File: config.mk
export PLATFORM = sky130hd
export DESIGN_NAME = ue14500_sequencer_flat
export DESIGN_NICKNAME = d
export VERILOG_FILES = /design/src/rtl/ue14500_pkg.sv /design/src/rtl/ue14500_sequencer_if.sv /design/src/rtl/ue14500_retstack.sv /design/src/rtl/ue14500_sequencer.sv /design/src/flat_wrapper.sv
export SDC_FILE = /design/constraint.sdc
export NUM_CORES = 1
export LEC_CHECK = 0
export BUFFER_PORTS_ARGS = -buffer_cell sky130_fd_sc_hd__buf_2
export CORE_ASPECT_RATIO = 0.7
export CORE_MARGIN = 4
export CORE_UTILIZATION = 61
export DETAILED_ROUTE_END_ITERATION = 16
export PLACE_DENSITY = 0.88
export RECOVER_POWER = 100
export SLEW_MARGIN = 0
export SYNTH_ARGS = -nofsm -noshare
export SYNTH_HDL_FRONTEND = slang
export SYNTH_SLANG_ARGS = --single-unit
File: constraint.sdc
create_clock -name CLK -period 4.26 [get_ports CLK]
set_input_delay 0.426 -clock CLK [delete_from_list [all_inputs] [get_ports CLK]]
set_output_delay 0.426 -clock CLK [all_outputs]
set_load 0.02 [all_outputs]
File: src/rtl/ue14500_pkg.sv
// Shared definitions for the UE14500 program sequencer: core opcodes, the
// sequencer run/halt state, and program-word field helpers.
package ue14500_pkg;

   localparam logic [3:0] I_NOP0 = 4'h0;
   localparam logic [3:0] I_LD   = 4'h1;
   localparam logic [3:0] I_ADD  = 4'h2;
   localparam logic [3:0] I_SUB  = 4'h3;
   localparam logic [3:0] I_ONE  = 4'h4;
   localparam logic [3:0] I_NAND = 4'h5;
   localparam logic [3:0] I_OR   = 4'h6;
   localparam logic [3:0] I_XOR  = 4'h7;
   localparam logic [3:0] I_STO  = 4'h8;
   localparam logic [3:0] I_STOC = 4'h9;
   localparam logic [3:0] I_IEN  = 4'hA;
   localparam logic [3:0] I_OEN  = 4'hB;
   localparam logic [3:0] I_JMP  = 4'hC;
   localparam logic [3:0] I_RTN  = 4'hD;
   localparam logic [3:0] I_SKZ  = 4'hE;
   localparam logic [3:0] I_NOPF = 4'hF;

   typedef enum logic {
      S_RUN,
      S_HALT
   } seq_state_e;

   // Helpers take words zero-extended to a fixed width so any operand width fits.
   localparam int WORD_MAX_W = 64;

   function automatic logic [3:0] word_opcode(input logic [WORD_MAX_W-1:0] word, input int opnd_w);
      return 4'(word >> opnd_w);
   endfunction

   function automatic logic [WORD_MAX_W-1:0] word_operand(input logic [WORD_MAX_W-1:0] word,
                                                          input int opnd_w);
      return word & ((WORD_MAX_W'(1) << opnd_w) - WORD_MAX_W'(1));
   endfunction

endpackage

File: src/rtl/ue14500_sequencer_if.sv
// ROM fetch port and core instruction/flag port of the sequencer.
// master = sequencer side, slave = ROM/core side.
interface ue14500_sequencer_if #(
   parameter int PC_W   = 8,
   parameter int OPND_W = 8
);
   logic [PC_W-1:0]     rom_addr;
   logic [OPND_W+3:0]   rom_data;
   logic [3:0]          ir_out;
   logic [OPND_W-1:0]   opnd_out;
   logic                core_jmp;
   logic                core_rtn;

   modport master (
      output rom_addr, ir_out, opnd_out,
      input  rom_data, core_jmp, core_rtn
   );

   modport slave (
      input  rom_addr, ir_out, opnd_out,
      output rom_data, core_jmp, core_rtn
   );
endinterface

File: src/rtl/ue14500_retstack.sv
// Return-address LIFO. Push while full and pop while empty are ignored here;
// the sequencer turns them into error flags.
module ue14500_retstack #(
   parameter int  DEPTH  = 4,
   parameter int  DATA_W = 8,
   localparam int SP_W   = $clog2(DEPTH + 1)
) (
   input  logic              CLK,
   input  logic              RST,
   input  logic              push,
   input  logic              pop,
   input  logic [DATA_W-1:0] push_data,
   output logic [DATA_W-1:0] top,
   output logic              full,
   output logic              empty,
   output logic [SP_W-1:0]   sp
);
   localparam int IDX_W = (DEPTH > 1) ? $clog2(DEPTH) : 1;

   logic [DATA_W-1:0] mem_q [2**IDX_W];
   logic [SP_W-1:0]   sp_q, sp_d;
   logic              do_push, do_pop;

   assign full    = (sp_q == SP_W'(DEPTH));
   assign empty   = (sp_q == '0);
   assign do_push = push & ~full;
   assign do_pop  = pop & ~empty;
   assign top     = mem_q[IDX_W'(sp_q - SP_W'(1))];
   assign sp      = sp_q;

   // NOTE: every combinational output gets a default first, so no latch can be inferred.
   always_comb begin
      sp_d = sp_q;
      if (do_push)
         sp_d = sp_q + SP_W'(1);
      else if (do_pop)
         sp_d = sp_q - SP_W'(1);
   end

   // NOTE: storage has no reset; sp alone decides which entries are meaningful.
   always_ff @(posedge CLK) begin
      if (do_push)
         mem_q[IDX_W'(sp_q)] <= push_data;
   end

   // NOTE: flops use non-blocking assignments so every register samples pre-edge values.
   always_ff @(posedge CLK or posedge RST) begin
      if (RST)
         sp_q <= '0;
      else
         sp_q <= sp_d;
   end

endmodule

File: src/rtl/ue14500_sequencer.sv
// Program sequencer for the UE14500 1-bit core: fetches ROM words, presents
// opcode/operand, and redirects on core JMP/RTN through the return stack.
module ue14500_sequencer
   import ue14500_pkg::*;
#(
   parameter int  PC_W        = 8,
   parameter int  OPND_W      = 8,
   parameter int  STACK_DEPTH = 4,
   parameter bit  CALL_EN     = 1'b1,
   localparam int SP_W        = $clog2(STACK_DEPTH + 1)
) (
   input  logic                CLK,
   input  logic                RST,
   ue14500_sequencer_if.master bus,
   output logic [SP_W-1:0]     sp,
   output logic                err_ovf,
   output logic                err_unf,
   output logic                halted
);
   seq_state_e        state_q, state_d;
   logic [PC_W-1:0]   pc_q, pc_d;
   logic [3:0]        ir_q, ir_d;
   logic [OPND_W-1:0] opnd_q, opnd_d;
   logic [OPND_W-1:0] opnd_prev_q, opnd_prev_d;
   logic              err_ovf_q, err_ovf_d;
   logic              err_unf_q, err_unf_d;

   logic              redirect_j, redirect_r;
   logic              push, pop;
   logic              stk_full, stk_empty;
   logic [PC_W-1:0]   stk_top, target, fetch_addr;

   assign halted     = (state_q == S_HALT);
   assign redirect_j = bus.core_jmp & ~halted;
   assign redirect_r = bus.core_rtn & ~bus.core_jmp & ~halted;
   // The jump operand belongs to the instruction before the delay slot.
   assign target     = PC_W'(opnd_prev_q);
   assign push       = CALL_EN & redirect_j;
   assign pop        = redirect_r;

   ue14500_retstack #(
      .DEPTH  (STACK_DEPTH),
      .DATA_W (PC_W)
   ) u_retstack (
      .CLK       (CLK),
      .RST       (RST),
      .push      (push),
      .pop       (pop),
      .push_data (pc_q),
      .top       (stk_top),
      .full      (stk_full),
      .empty     (stk_empty),
      .sp        (sp)
   );

   always_comb begin
      fetch_addr  = pc_q;
      state_d     = state_q;
      pc_d        = pc_q;
      ir_d        = ir_q;
      opnd_d      = opnd_q;
      opnd_prev_d = opnd_prev_q;
      err_ovf_d   = err_ovf_q;
      err_unf_d   = err_unf_q;

      // A call that would overflow, or a return from an empty stack, keeps linear fetch.
      if (redirect_j && !(CALL_EN && stk_full))
         fetch_addr = target;
      else if (redirect_r && !stk_empty)
         fetch_addr = stk_top;

      case (state_q)
         S_RUN: begin
            ir_d        = word_opcode(WORD_MAX_W'(bus.rom_data), OPND_W);
            opnd_d      = OPND_W'(word_operand(WORD_MAX_W'(bus.rom_data), OPND_W));
            opnd_prev_d = opnd_q;
            pc_d        = fetch_addr + PC_W'(1);
            if (push && stk_full) begin
               err_ovf_d = 1'b1;
               state_d   = S_HALT;
            end
            if (pop && stk_empty) begin
               err_unf_d = 1'b1;
               state_d   = S_HALT;
            end
         end
         default: ;
      endcase
   end

   always_ff @(posedge CLK or posedge RST) begin
      if (RST) begin
         state_q     <= S_RUN;
         pc_q        <= '0;
         ir_q        <= I_NOPF;
         opnd_q      <= '0;
         opnd_prev_q <= '0;
         err_ovf_q   <= 1'b0;
         err_unf_q   <= 1'b0;
      end else begin
         state_q     <= state_d;
         pc_q        <= pc_d;
         ir_q        <= ir_d;
         opnd_q      <= opnd_d;
         opnd_prev_q <= opnd_prev_d;
         err_ovf_q   <= err_ovf_d;
         err_unf_q   <= err_unf_d;
      end
   end

   assign bus.rom_addr = fetch_addr;
   assign bus.ir_out   = halted ? I_NOP0 : ir_q;
   assign bus.opnd_out = opnd_q;
   assign err_ovf      = err_ovf_q;
   assign err_unf      = err_unf_q;

endmodule

File: src/flat_wrapper.sv
// flat-port wrapper written by rule: the top's interface ports become plain ports
module ue14500_sequencer_flat import ue14500_pkg::*;
#(
   parameter int  PC_W        = 8,
   parameter int  OPND_W      = 8,
   parameter int  STACK_DEPTH = 4,
   parameter bit  CALL_EN     = 1'b1,
   localparam int SP_W        = $clog2(STACK_DEPTH + 1)
)
  (CLK, RST, sp, err_ovf, err_unf, halted, bus_rom_addr, bus_ir_out, bus_opnd_out, bus_rom_data, bus_core_jmp, bus_core_rtn);
  ue14500_sequencer_if #(.PC_W(PC_W), .OPND_W(OPND_W)) bus_i ();
  input  logic CLK;
  input  logic RST;
  output logic [SP_W-1:0] sp;
  output logic err_ovf;
  output logic err_unf;
  output logic halted;
  output wire logic [$bits(bus_i.rom_addr)-1:0] bus_rom_addr;
  output wire logic [$bits(bus_i.ir_out)-1:0] bus_ir_out;
  output wire logic [$bits(bus_i.opnd_out)-1:0] bus_opnd_out;
  input wire logic [$bits(bus_i.rom_data)-1:0] bus_rom_data;
  input wire logic [$bits(bus_i.core_jmp)-1:0] bus_core_jmp;
  input wire logic [$bits(bus_i.core_rtn)-1:0] bus_core_rtn;
  assign bus_rom_addr = bus_i.rom_addr;
  assign bus_ir_out = bus_i.ir_out;
  assign bus_opnd_out = bus_i.opnd_out;
  assign bus_i.rom_data = bus_rom_data;
  assign bus_i.core_jmp = bus_core_jmp;
  assign bus_i.core_rtn = bus_core_rtn;
  ue14500_sequencer #(.PC_W(PC_W), .OPND_W(OPND_W), .STACK_DEPTH(STACK_DEPTH), .CALL_EN(CALL_EN)) u_core (.CLK(CLK), .RST(RST), .bus(bus_i), .sp(sp), .err_ovf(err_ovf), .err_unf(err_unf), .halted(halted));
endmodule
* Word level (Yosys, flattened, before mapping)
Memories as Yosys holds them, arrays and structs flattened.
Cells that the tools add are included.
** Word-level totals
- Register bits :: 34
- Bits in writable memories :: 32
- Bits of input ports :: 16
- Output and inout bits :: 26
- Logic and storage cells :: 42
- Memories kept :: 1
** Cells by class
- Add/sub/neg operators :: 3
- Equality and inequality tests :: 1
- Muxes and demuxes :: 10
- Bitwise gates (word level) :: 9
- Reduce and logical (&&, ||, !) cells :: 10
** Memory list
- u_core.u_retstack.mem_q :: words 4, width 8, read ports 1, clocked after Yosys merged registers in 0, write ports 1, RTL line ue14500_retstack.sv:20 : logic [DATA_W-1:0] mem_q [2**IDX_W];
** Operators by type and width (count)
- 2-to-1 mux 8 bit :: 2
- adder 8 x 1 -> 8 bit, second input constant :: 1
- 2-to-1 mux 3 bit :: 2
- AND 1 bit :: 5
- 2-to-1 mux 1 bit :: 5
- logical AND 1 bit :: 4
- 2-to-1 mux 4 bit :: 1
- inverter 1 bit :: 4
- AND reduction 2 bit :: 2
- adder 3 x 1 -> 3 bit, second input constant :: 1
- equality test 3 bit, second input constant :: 1
- logical NOT 3 bit :: 1
- subtractor 3 x 1 -> 3 bit, second input constant :: 1
- logical NOT 1 bit :: 2
- nonzero test 2 bit :: 1

* Logic depth before layout (Yosys ltp)
Gate-level depths: netlist (run 1).
- Depth in word-level cells :: 7
- Mapped depth :: 11
- Depth with buffers taken out :: 9

* By module
From an unflattened synthesis (run 1), not the netlist that was laid out.
** Second synthesis, totals
- Cells, all modules :: 210
- Area total of the unflattened synthesis :: 3035.4 sq um
** By module, submodules not included
- ue14500_sequencer :: times used 1, cells an instance 136, area an instance 1581.5 sq um, seq. area each 780.7 sq um
- ue14500_retstack :: times used 1, cells an instance 74, area an instance 1453.9 sq um, seq. area each 1036.0 sq um

* Least setup slack after synthesis (run 1)
Ideal clock, no wire load.
- Path kind :: flip-flop to flip-flop
- Start point :: register u_core.u_retstack.sp_q[0], in the netlist u_core.u_retstack.sp[0]
- End point :: register u_core.pc_q[4]
- Library setup time :: 136 ps
- Arrival time :: 2559 ps
- Required time :: 4124 ps
- Path slack :: 1565 ps
- Stages on the path, launching flop included :: 12
- Buffers on the path :: 2
- Period minus slack after synthesis :: 2695 ps
- Cells stage by stage :: dfrtp_1 > buf_6 > inv_1 > ha_1 > clkbuf_8 > mux4_1 > and3_1 > a221o_2 > ha_1 > nand3_1 > xor2_1 > o21ai_0
** Between the ends
- Cells in the longest elaborated chain, start to end :: 6
- Elaborated cells on any way between the ends :: 11
- Those cells by class :: add/sub: 2; eq/ne: 1; mux: 2; reduce/logical: 5; memory: 1
** Ends and longest elaborated chain
- from (decl) :: RTL line ue14500_retstack.sv:21 : logic [SP_W-1:0] sp_q, sp_d;
- from (signal assigned) :: RTL line ue14500_retstack.sv:51 : sp_q <= sp_d;
- branches (longest 4 deep; another with memory read (4 x 8 bit))
- 2-to-1 mux 8 bit * :: RTL line ue14500_sequencer.sv:67 : if (redirect_j && !(CALL_EN && stk_full))
- net bus_rom_addr[0] :: RTL line flat_wrapper.sv:18 : output wire logic [$bits(bus_i.rom_addr)-1:0] bus_rom_addr;
- adder 8 x 1 -> 8 bit * :: RTL line ue14500_sequencer.sv:77 : pc_d = fetch_addr + PC_W'(1);
- to (signal assigned) :: RTL line ue14500_sequencer.sv:102 : pc_q <= pc_d;
- to (decl) :: RTL line ue14500_sequencer.sv:21 : logic [PC_W-1:0] pc_q, pc_d;
Mark *: on every way through the listed nets, which the timed path passes.
A chain may end at the register's enable or synchronous reset.

* Worst setup path in the final report (run 1)
- Start point :: register u_core.u_retstack.sp_q[0], in the netlist u_core.u_retstack.sp[0]
- End point :: output port bus_rom_addr[6]
** Between the ends
- Cells in the longest elaborated chain, start to end :: 5
- Elaborated cells on any way between the ends :: 10
- Those cells by class :: add/sub: 1; eq/ne: 1; mux: 2; reduce/logical: 5; memory: 1
** Ends and longest elaborated chain (RTL line)
- branches (longest 4 deep; another with memory read (4 x 8 bit))
- 2-to-1 mux 8 bit * :: ue14500_sequencer.sv:67
- to (decl) :: flat_wrapper.sv:18
Mark *: on every way between the ends.

==> results of run 1 <==
==> power by group through the flow <==
stage / sequential [mW] / clock [mW] / combinational, mW
global route: 0.676 / 0.542 / 0.0434
floorplan: 0.693 / 0 / 0.0190
finish: 0.675 / 0.492 / 0.0389
global placement: 0.687 / 0 / 0.0398
CTS: 0.675 / 0.503 / 0.0415
detailed placement: 0.688 / 0 / 0.0413
==> logic make-up after synthesis <==
family / Yosys count / synth area share [%]
compound gates: 24 / 6.93
xor+xnor: 5 / 1.48
fa+ha+maj: 6 / 2.53
buf+inv: 14 / 2.96
flops: 66 / 61.3
mux: 29 / 14.4
simple gates: 50 / 10.3
==> per-stage QoR <==
| step | setup WS (ps) | cell area, sq um | hold slack [ps] | utilization, % |
|---|---|---|---|---|
| after floorplan | 1560 | 2960 | 479 | - |
| after global placement | 1720 | 3200 | 448 | 71.1 |
| after detailed placement | 1520 | 3200 | 464 | 71.1 |
| after CTS | 1130 | 3390 | 169 | 75.2 |
| after global routing | 771 | 3330 | 302 | 73.9 |
| final | 992 | 3330 | 315 | 73.9 |
==> flip-flops by register name, summed over array words and instances, names as in the netlist <==
signal,cells
u_core.pc_q,8
u_core.u_retstack.mem_q,32
u_core.bus.opnd_out,8
u_core.halted,1
u_core.err_unf,1
u_core.ir_q,4
u_core.u_retstack.sp,3
u_core.opnd_prev_q,8
u_core.err_ovf,1
==> critical path, stage by stage (launching register included) <==
cell	delay [ps]
sky130_fd_sc_hd__dfrtp_1	340
sky130_fd_sc_hd__clkbuf_1	620
sky130_fd_sc_hd__mux4_2	600
sky130_fd_sc_hd__and3_1	200
sky130_fd_sc_hd__a221oi_1	390
sky130_fd_sc_hd__inv_1	140
sky130_fd_sc_hd__clkbuf_1	210
==> layer usage <==
metal  global-route usage [%]  wire length (microns)  vias to the layer above  share of wire, %
met5                        0                      0                        -                 0
met4                     7.89                    108                        0               1.9
met3                     7.62                    346                       14               6.0
met2                     30.7                   2650                       52                46
met1                     29.6                   2710                      917                47
li1                         -                      -                      842                 -
==> synthesized netlist by cell type (2+ instances only) <==
library cell | n | area share (%)
sky130_fd_sc_hd__edfxtp_1 | 32 | 32
sky130_fd_sc_hd__dfrtp_1 | 30 | 25
sky130_fd_sc_hd__mux2_2 | 21 | 8.0
sky130_fd_sc_hd__nand2_1 | 13 | 1.6
sky130_fd_sc_hd__and3_1 | 6 | 1.3
sky130_fd_sc_hd__ha_1 | 6 | 2.5
sky130_fd_sc_hd__inv_1 | 6 | 0.76
sky130_fd_sc_hd__o21ai_0 | 6 | 1.0
sky130_fd_sc_hd__or3_1 | 6 | 1.3
sky130_fd_sc_hd__mux4_2 | 5 | 3.8
sky130_fd_sc_hd__dfstp_2 | 4 | 3.5
sky130_fd_sc_hd__nor2_1 | 4 | 0.51
sky130_fd_sc_hd__nor2b_1 | 4 | 0.84
sky130_fd_sc_hd__o221a_2 | 4 | 1.5
sky130_fd_sc_hd__clkbuf_1 | 3 | 0.38
sky130_fd_sc_hd__mux4_1 | 3 | 2.7
sky130_fd_sc_hd__nand3_1 | 3 | 0.51
sky130_fd_sc_hd__xnor2_1 | 3 | 0.89
sky130_fd_sc_hd__a21oi_1 | 2 | 0.34
sky130_fd_sc_hd__a221o_2 | 2 | 0.76
sky130_fd_sc_hd__a31oi_1 | 2 | 0.42
sky130_fd_sc_hd__buf_6 | 2 | 0.76
sky130_fd_sc_hd__clkbuf_8 | 2 | 0.93
sky130_fd_sc_hd__nor4b_1 | 2 | 0.59
sky130_fd_sc_hd__xor2_1 | 2 | 0.59
==> layout make-up <==
cell class	instances	area [sq um]	share of cell area, %
Sequential cell	66	1820	54.6
Timing Repair Buffer	45	193	5.79
Inverter	6	22.5	0.676
Clock inverter	6	57.6	1.73
Tap cell	55	68.8	2.07
Multi-Input combinational cell	114	1040	31.3
Clock buffer	10	128	3.83
==> cells in the final DEF (no fill, tap or decap), types with 3 or more instances in the layout <==
| master | Yosys | layout |
|---|---|---|
| sky130_fd_sc_hd__o21ai_0 | 6 | 6 |
| sky130_fd_sc_hd__buf_2 | 0 | 19 |
| sky130_fd_sc_hd__nand2_1 | 13 | 13 |
| sky130_fd_sc_hd__dfrtp_1 | 30 | 30 |
| sky130_fd_sc_hd__edfxtp_1 | 32 | 32 |
| sky130_fd_sc_hd__nor2b_1 | 4 | 4 |
| sky130_fd_sc_hd__mux4_2 | 5 | 5 |
| sky130_fd_sc_hd__inv_1 | 6 | 6 |
| sky130_fd_sc_hd__o221a_1 | 0 | 3 |
| sky130_fd_sc_hd__nand3_1 | 3 | 3 |
| sky130_fd_sc_hd__xnor2_1 | 3 | 3 |
| sky130_fd_sc_hd__mux2_2 | 21 | 21 |
| sky130_fd_sc_hd__nor2_1 | 4 | 4 |
| sky130_fd_sc_hd__mux4_1 | 3 | 3 |
| sky130_fd_sc_hd__or3_1 | 6 | 6 |
| sky130_fd_sc_hd__clkbuf_8 | 2 | 9 |
| sky130_fd_sc_hd__and3_1 | 6 | 6 |
| sky130_fd_sc_hd__ha_1 | 6 | 6 |
| sky130_fd_sc_hd__clkbuf_1 | 3 | 27 |
| sky130_fd_sc_hd__dfstp_2 | 4 | 4 |
==> worst paths after layout <==
path	slack [ps]	from	to
worst min-delay path	320	bus_rom_data[11]	u_core.ir_q[3]
worst min register to register	480	u_core.err_unf	u_core.err_unf
min in group asynchronous	710	RST	u_core.opnd_prev_q[5]
worst max-delay path	990	u_core.u_retstack.sp[0]	bus_rom_addr[6]
max in group asynchronous	2530	RST	u_core.bus.opnd_out[3]
worst max register to register	1340	u_core.u_retstack.sp[0]	u_core.pc_q[4]
==> implementation parameters, run 1 <==
Parameter                              Value

Run status
  Outcome ... complete, but fails checks
  Failing checks ... capacitance limit, slew limit

Power
  Switching Fraction ... 21.1%
  Power density over cell area ... 362 mW/mm^2
  Maximum vdd ir drop ... 241 uV
  Total power of the final layout ... 1.21 mW
  Sw Pwr ... 254 uW
  Part of the power in registers ... 56.0%
  Leak ... 1.24 nW
  Combinational Power Share ... 3.2%
  Internal ... 952 uW
  Clock power share ... 40.8%

Placed design
  Placed wire-length estimate ... 4.09 mm
  Count of placed standard cells including taps ... 286
  Last weighted congestion value of the routability-driven placer ... 0.826
  Port Buffer Count ... 41

Setup path
  CP startpoint kind ... register
  Arrival time worst endpoint ... 2840 ps
  WP data required ... 3830 ps
  Register-to-Register Path Depth ... 8
  Crit path max fanout ... 12
  CP endpoint kind ... primary output
  Critical setup path kind ... reg -> out

Timing
  Count of final setup violators ... 0
  Crit path time final ... 3270 ps
  Final hold violations ... 0
  Final total negative setup slack ... 0 ps
  Transition time at the pin with the least slew margin ... 1780 ps
  Max Transition Viols Final ... 74
  Slew margin rel. ... -18.5%
  Maximum clock frequency ... 306 MHz
  Setup repair after global routing missed its margin ... no
  Final period utilization ... 76.7%
  Worst clock skew ... 5.97 ps

Drt
  Drt pass-1 iters ... 4
  Detailed Route Iter0 Violations ... 108
  Routed length per placed instance ... 19.3 microns
  Post-Route WL ... 5.81 mm
  Via count ... 1825
  Remaining design rule violation count ... 0
  Via density per instance ... 6.04
  Detail Route Antenna Nets ... 0

CTS
  CTS-repair resized insts ... 0
  CTS tree ... built
  Post-CTS Setup Inserts ... 0
  TritonCTS sink count ... 66
  Maximum count of clock buffers along a single path ... 2
  Reg clk slew, reported paths ... 70 ps
  CTS H-Tree Depth ... 3
  Count of hold-fix buffers inserted at cts ... 0
  Insertion delay to the later sink of the worst-skew pair ... 340 ps
  Clock buffer count from CTS ... 9
  Cell at the root of the clock tree ... sky130_fd_sc_hd__clkbuf_8

Floorplanning
  Core ar. ... 0.00450 sq mm
  Die Wd ... 91.3 microns
  Overall die area ... 0.00605 sq mm
  Number of top-level pins ... 42
  Cell row count ... 20
  Die Height ... 66.3 microns
  Starting utilization of the core area ... 65.7%

Cells and area
  Antenna Cells ... 0
  Net count of the finished layout ... 264
  Ratio of cells with drive above 1 in the final layout ... 30.0%
  Final Non-Filler Cells ... 302
  Area added between synthesis and finish ... 12.4%
  FILL cells ... 301

GRT
  Pin count of the biggest net entering global routing ... 39
  Global-route wire length before repair ... 9.42 mm
  Vias in the first global route ... 1797
  Antenna violations before repair ... 0
  GRT Resource Usage Total ... 21.2%
  Gr ovfl total ... 0

Synthesis
  Average footprint of a synthesized cell ... 15.3 sq um
  Async S/R FF share, synth ... 51.5%
  Netlist cell types ... 46
  Syn Nets ... 216
  Post-synthesis sequential area ratio ... 61.3%
  Count of mapped cells out of synthesis ... 194
  Combined area of all synthesized cells ... 0.00296 sq mm
  Number of enable flip-flop cells after synthesis ... 32
  Flip-flop and latch count after synthesis ... 66
  Commonest register cell after synthesis ... sky130_fd_sc_hd__edfxtp_1
  Number of synthesis warnings ... 0

Run
  Maximum Capacitance Violations ... 2

Worst hold path
  Worst hold-check path type ... in -> reg
  WHS Path Cells ... 2
Note: power is estimated with default switching activity, not from simulation.
==> inputs of run 2 (changes only) <==
--- a/config.mk
+++ b/config.mk
@@ -5,12 +5,13 @@
 export SDC_FILE = /design/constraint.sdc
 export NUM_CORES = 1
 export LEC_CHECK = 0
+export ABC_AREA = 1
 export BUFFER_PORTS_ARGS = -buffer_cell sky130_fd_sc_hd__buf_2
 export CORE_ASPECT_RATIO = 0.7
 export CORE_MARGIN = 4
-export CORE_UTILIZATION = 61
+export CORE_UTILIZATION = 52
 export DETAILED_ROUTE_END_ITERATION = 16
-export PLACE_DENSITY = 0.88
+export PLACE_DENSITY = 0.8
 export RECOVER_POWER = 100
 export SLEW_MARGIN = 0
 export SYNTH_ARGS = -nofsm -noshare
==> constraint.sdc (replaced) <==
create_clock -name CLK -period 2.9 [get_ports CLK]
set_input_delay 0.29 -clock CLK [delete_from_list [all_inputs] [get_ports CLK]]
set_output_delay 0.29 -clock CLK [all_outputs]
set_load 0.02 [all_outputs]
==> run 2 against run 1 <==
Effect of this change:
- the run now ends clean
- sequential cell count did not move
- largest cell class unchanged
- critical endpoint is now bus_rom_addr[2]
- clock skew rose by 1.1 ps
- highest routed layer unchanged
- clock power rose by 42%
- largest power group unchanged
- via count rose by 27%
==> implementation parameters, run 2 <==
Parameter                              Value

Drt
  Via count ... 2311
  Detailed Route Iter0 Violations ... 120
  Wl on met1 ... 3.16 mm
  Top routing layer in use ... met4
  Met3 wire length ... 412 microns
  Met2 wire len ... 3.01 mm
  Routed length per placed instance ... 14.7 microns
  Via density per instance ... 5.08
  Detail Route Antenna Nets ... 0
  Remaining design rule violation count ... 0
  Post-Route WL ... 6.70 mm
  Drt pass-1 iters ... 4

Synthesis
  Most numerous cell types in the synthesized netlist ... 99 x sky130_fd_sc_hd__nand2_1, 32 x sky130_fd_sc_hd__edfxtp_1, 30 x sky130_fd_sc_hd__dfrtp_1, 30 x sky130_fd_sc_hd__inv_1, 29 x sky130_fd_sc_hd__nand3_1
  Syn Nets ... 351
  Commonest register cell after synthesis ... sky130_fd_sc_hd__edfxtp_1
  Count leader, synth ... sky130_fd_sc_hd__nand2_1
  Flip-flop and latch count after synthesis ... 66
  Combined area of all synthesized cells ... 0.00316 sq mm
  Synth top area share ... 30.4%
  Count of mapped cells out of synthesis ... 329
  Leading area contributor after synthesis ... sky130_fd_sc_hd__edfxtp_1
  Leading cell types by total area after synthesis ... sky130_fd_sc_hd__edfxtp_1 30%, sky130_fd_sc_hd__dfrtp_1 24%, sky130_fd_sc_hd__nand2_1 12%
  Average footprint of a synthesized cell ... 9.61 sq um
  Number of enable flip-flop cells after synthesis ... 32
  Number of synthesis warnings ... 0
  Post-synthesis sequential area ratio ... 57.5%
  Netlist cell types ... 31
  Async S/R FF share, synth ... 51.5%

Setup path
  Critical setup path kind ... reg -> out
  Cell with the biggest individual delay on the critical path ... sky130_fd_sc_hd__clkbuf_1
  Worst stage delay on the critical path ... 690 ps
  Crit-path leading delay family ... buffers and inverters
  Arrival time worst endpoint ... 2280 ps
  CP endpoint kind ... primary output
  WP data required ... 2610 ps
  WP buf/inv ... 2
  Worst setup path start ... u_core.u_retstack.sp[0]
  Launch point of the worst reg-to-reg path ... u_core.u_retstack.sp[0]
  Crit path max fanout ... 20
  Most prevalent standard cell on the critical path ... sky130_fd_sc_hd__nand2_1
  CP startpoint kind ... register
  CP Cell Sequence ... clkbuf_1 -> nand2_1 -> nand3_1 -> nand2_1 -> nand2_1 -> nand2_1 -> nor2_4 -> clkbuf_1

CTS
  CTS H-Tree Depth ... 3
  Reg clk slew, reported paths ... 70 ps
  Post-CTS Setup Inserts ... 0
  CTS-repair resized insts ... 0
  Maximum count of clock buffers along a single path ... 2
  Insertion delay to the later sink of the worst-skew pair ... 340 ps
  Count of hold-fix buffers inserted at cts ... 0
  Cell at the root of the clock tree ... sky130_fd_sc_hd__clkbuf_8
  TritonCTS sink count ... 66
  CTS tree ... built
  Clock buffer count from CTS ... 9

Worst hold path
  Worst hold-check path type ... in -> async

Power
  Power density over cell area ... 477 mW/mm^2
  Leak ... 1.67 nW
  Maximum vdd ir drop ... 292 uV

Placed design
  Post-DP Area ... 0.00343 sq mm
  Port Buffer Count ... 41
  Last weighted congestion value of the routability-driven placer ... 0.883
  Count of placed standard cells including taps ... 439
  Placed wire-length estimate ... 4.81 mm

Timing
  Final period utilization ... 88.6%
  Final hold violations ... 0
  Final total negative setup slack ... 0 ps
  Maximum clock frequency ... 389 MHz
  Crit path time final ... 2570 ps
  Transition time at the pin with the least slew margin ... 927 ps
  Setup repair after global routing missed its margin ... no
  Max Transition Viols Final ... 0
  Count of final setup violators ... 0
  Final hold slack ... 140 ps
  Slew margin rel. ... 38.1%
  Worst clock skew ... 7.10 ps

Cells and area
  Most common library cell in the layout ignoring fill and taps ... sky130_fd_sc_hd__nand2_1
  Max reg flops ... 32
  Area added between synthesis and finish ... 12.5%
  Antenna Cells ... 0
  Net count of the finished layout ... 397
  Ratio of cells with drive above 1 in the final layout ... 19.2%
  Final Non-Filler Cells ... 455
  Largest register by flop count ... u_core.u_retstack.mem_q
  Layout Utilization ... 61.2%
  Final Cell Area ... 0.00356 sq mm
  Most frequent cells in the layout ... 99 x sky130_fd_sc_hd__nand2_1, 32 x sky130_fd_sc_hd__edfxtp_1, 30 x sky130_fd_sc_hd__inv_1, 30 x sky130_fd_sc_hd__nand3_1, 30 x sky130_fd_sc_hd__dfrtp_1

Run
  Maximum Capacitance Violations ... 0

GRT
  Antenna violations before repair ... 0
  Gr ovfl total ... 0
  GRT Resource Usage Total ... 20.0%
  Pin count of the biggest net entering global routing ... 35
  Vias in the first global route ... 2273
  Global-route wire length before repair ... 11.1 mm

Floorplanning
  Die Wd ... 101 microns
  Overall die area ... 0.00741 sq mm
  Cell row count ... 23
  Starting utilization of the core area ... 54.4%
  Core ar. ... 0.00581 sq mm
  Die Height ... 73.2 microns
  Number of top-level pins ... 42

Run status
  Outcome ... completed
## run 2: cell types whose count changed after synthesis, sizes merged, moves of 17 or more
cell,previous run,this run
nand3,3,41
nor2,4,25
nand2,13,103
mux2,21,0
inv,6,40
o21ai,6,23
## run 2: path summary, 6_finish.rpt
check	to	slack (ps)	cells past startpoint
min in group CLK	u_core.bus.opnd_out[5]	140	3
min	u_core.bus.opnd_out[5]	140	2
max reg2reg	u_core.pc_q[6]	380	13
min reg2reg	u_core.err_ovf	480	2
max in group asynchronous	u_core.opnd_prev_q[6]	1770	3
max	bus_rom_addr[2]	330	8
## run 2: through the flow
stage | setup WS [ps] | power (mW)
after floorplan | 434 | 1.00
after global placement | 663 | 1.02
after detailed placement | 568 | 1.02
after CTS | 423 | 1.71
after global routing | 104 | 1.76
final | 332 | 1.70
## run 2: kinds of logic (layout without fill, tap and decap cells)
family	count (synthesis)	count (layout)	share of synthesized area, %
AND/OR/NAND/NOR	174	174	27.2
buffers and inverters	51	102	7.05
XOR/XNOR	2	2	0.554
adder cells (fa/ha/maj)	6	6	2.38
flip-flops	66	66	57.5
AO/OA/AOI/OAI	30	30	5.30
## run 2: layout make-up
| cell class | count | area, sq um |
|---|---|---|
| Clock buffer | 14 | 173 |
| Clock inverter | 2 | 10.0 |
| Fill cell | 503 | 2260 |
| Inverter | 40 | 153 |
| Multi-Input combinational cell | 212 | 1110 |
| Sequential cell | 66 | 1820 |
| Tap cell | 75 | 93.8 |
| Timing Repair Buffer | 46 | 199 |
## run 2: worst reg2reg max path, stage by stage, from the launching register on
cell,delay (ps)
sky130_fd_sc_hd__dfrtp_1,390
sky130_fd_sc_hd__clkbuf_1,690
sky130_fd_sc_hd__nand2_1,110
sky130_fd_sc_hd__nand3_1,120
sky130_fd_sc_hd__nand3_1,70
sky130_fd_sc_hd__nand3_1,190
sky130_fd_sc_hd__ha_1,180
sky130_fd_sc_hd__inv_1,50
sky130_fd_sc_hd__nor2_1,230
sky130_fd_sc_hd__inv_2,80
sky130_fd_sc_hd__nor2_2,120
sky130_fd_sc_hd__nand2_1,60
sky130_fd_sc_hd__nand3_1,60
sky130_fd_sc_hd__nand2_1,60
## run 2: metal layers
metal | up-vias | track usage, %
li1 | 1154 | -
met1 | 1092 | 27.1
met2 | 56 | 30.2
met3 | 9 | 7.74
met4 | 0 | 5.16
met5 | - | 0
## run 2: power breakdown
group          switching, mW  internal [mW]
Sequential                 0          0.975
Combinational         0.0141        0.00755
Clock                  0.322          0.378
Total                  0.336           1.36
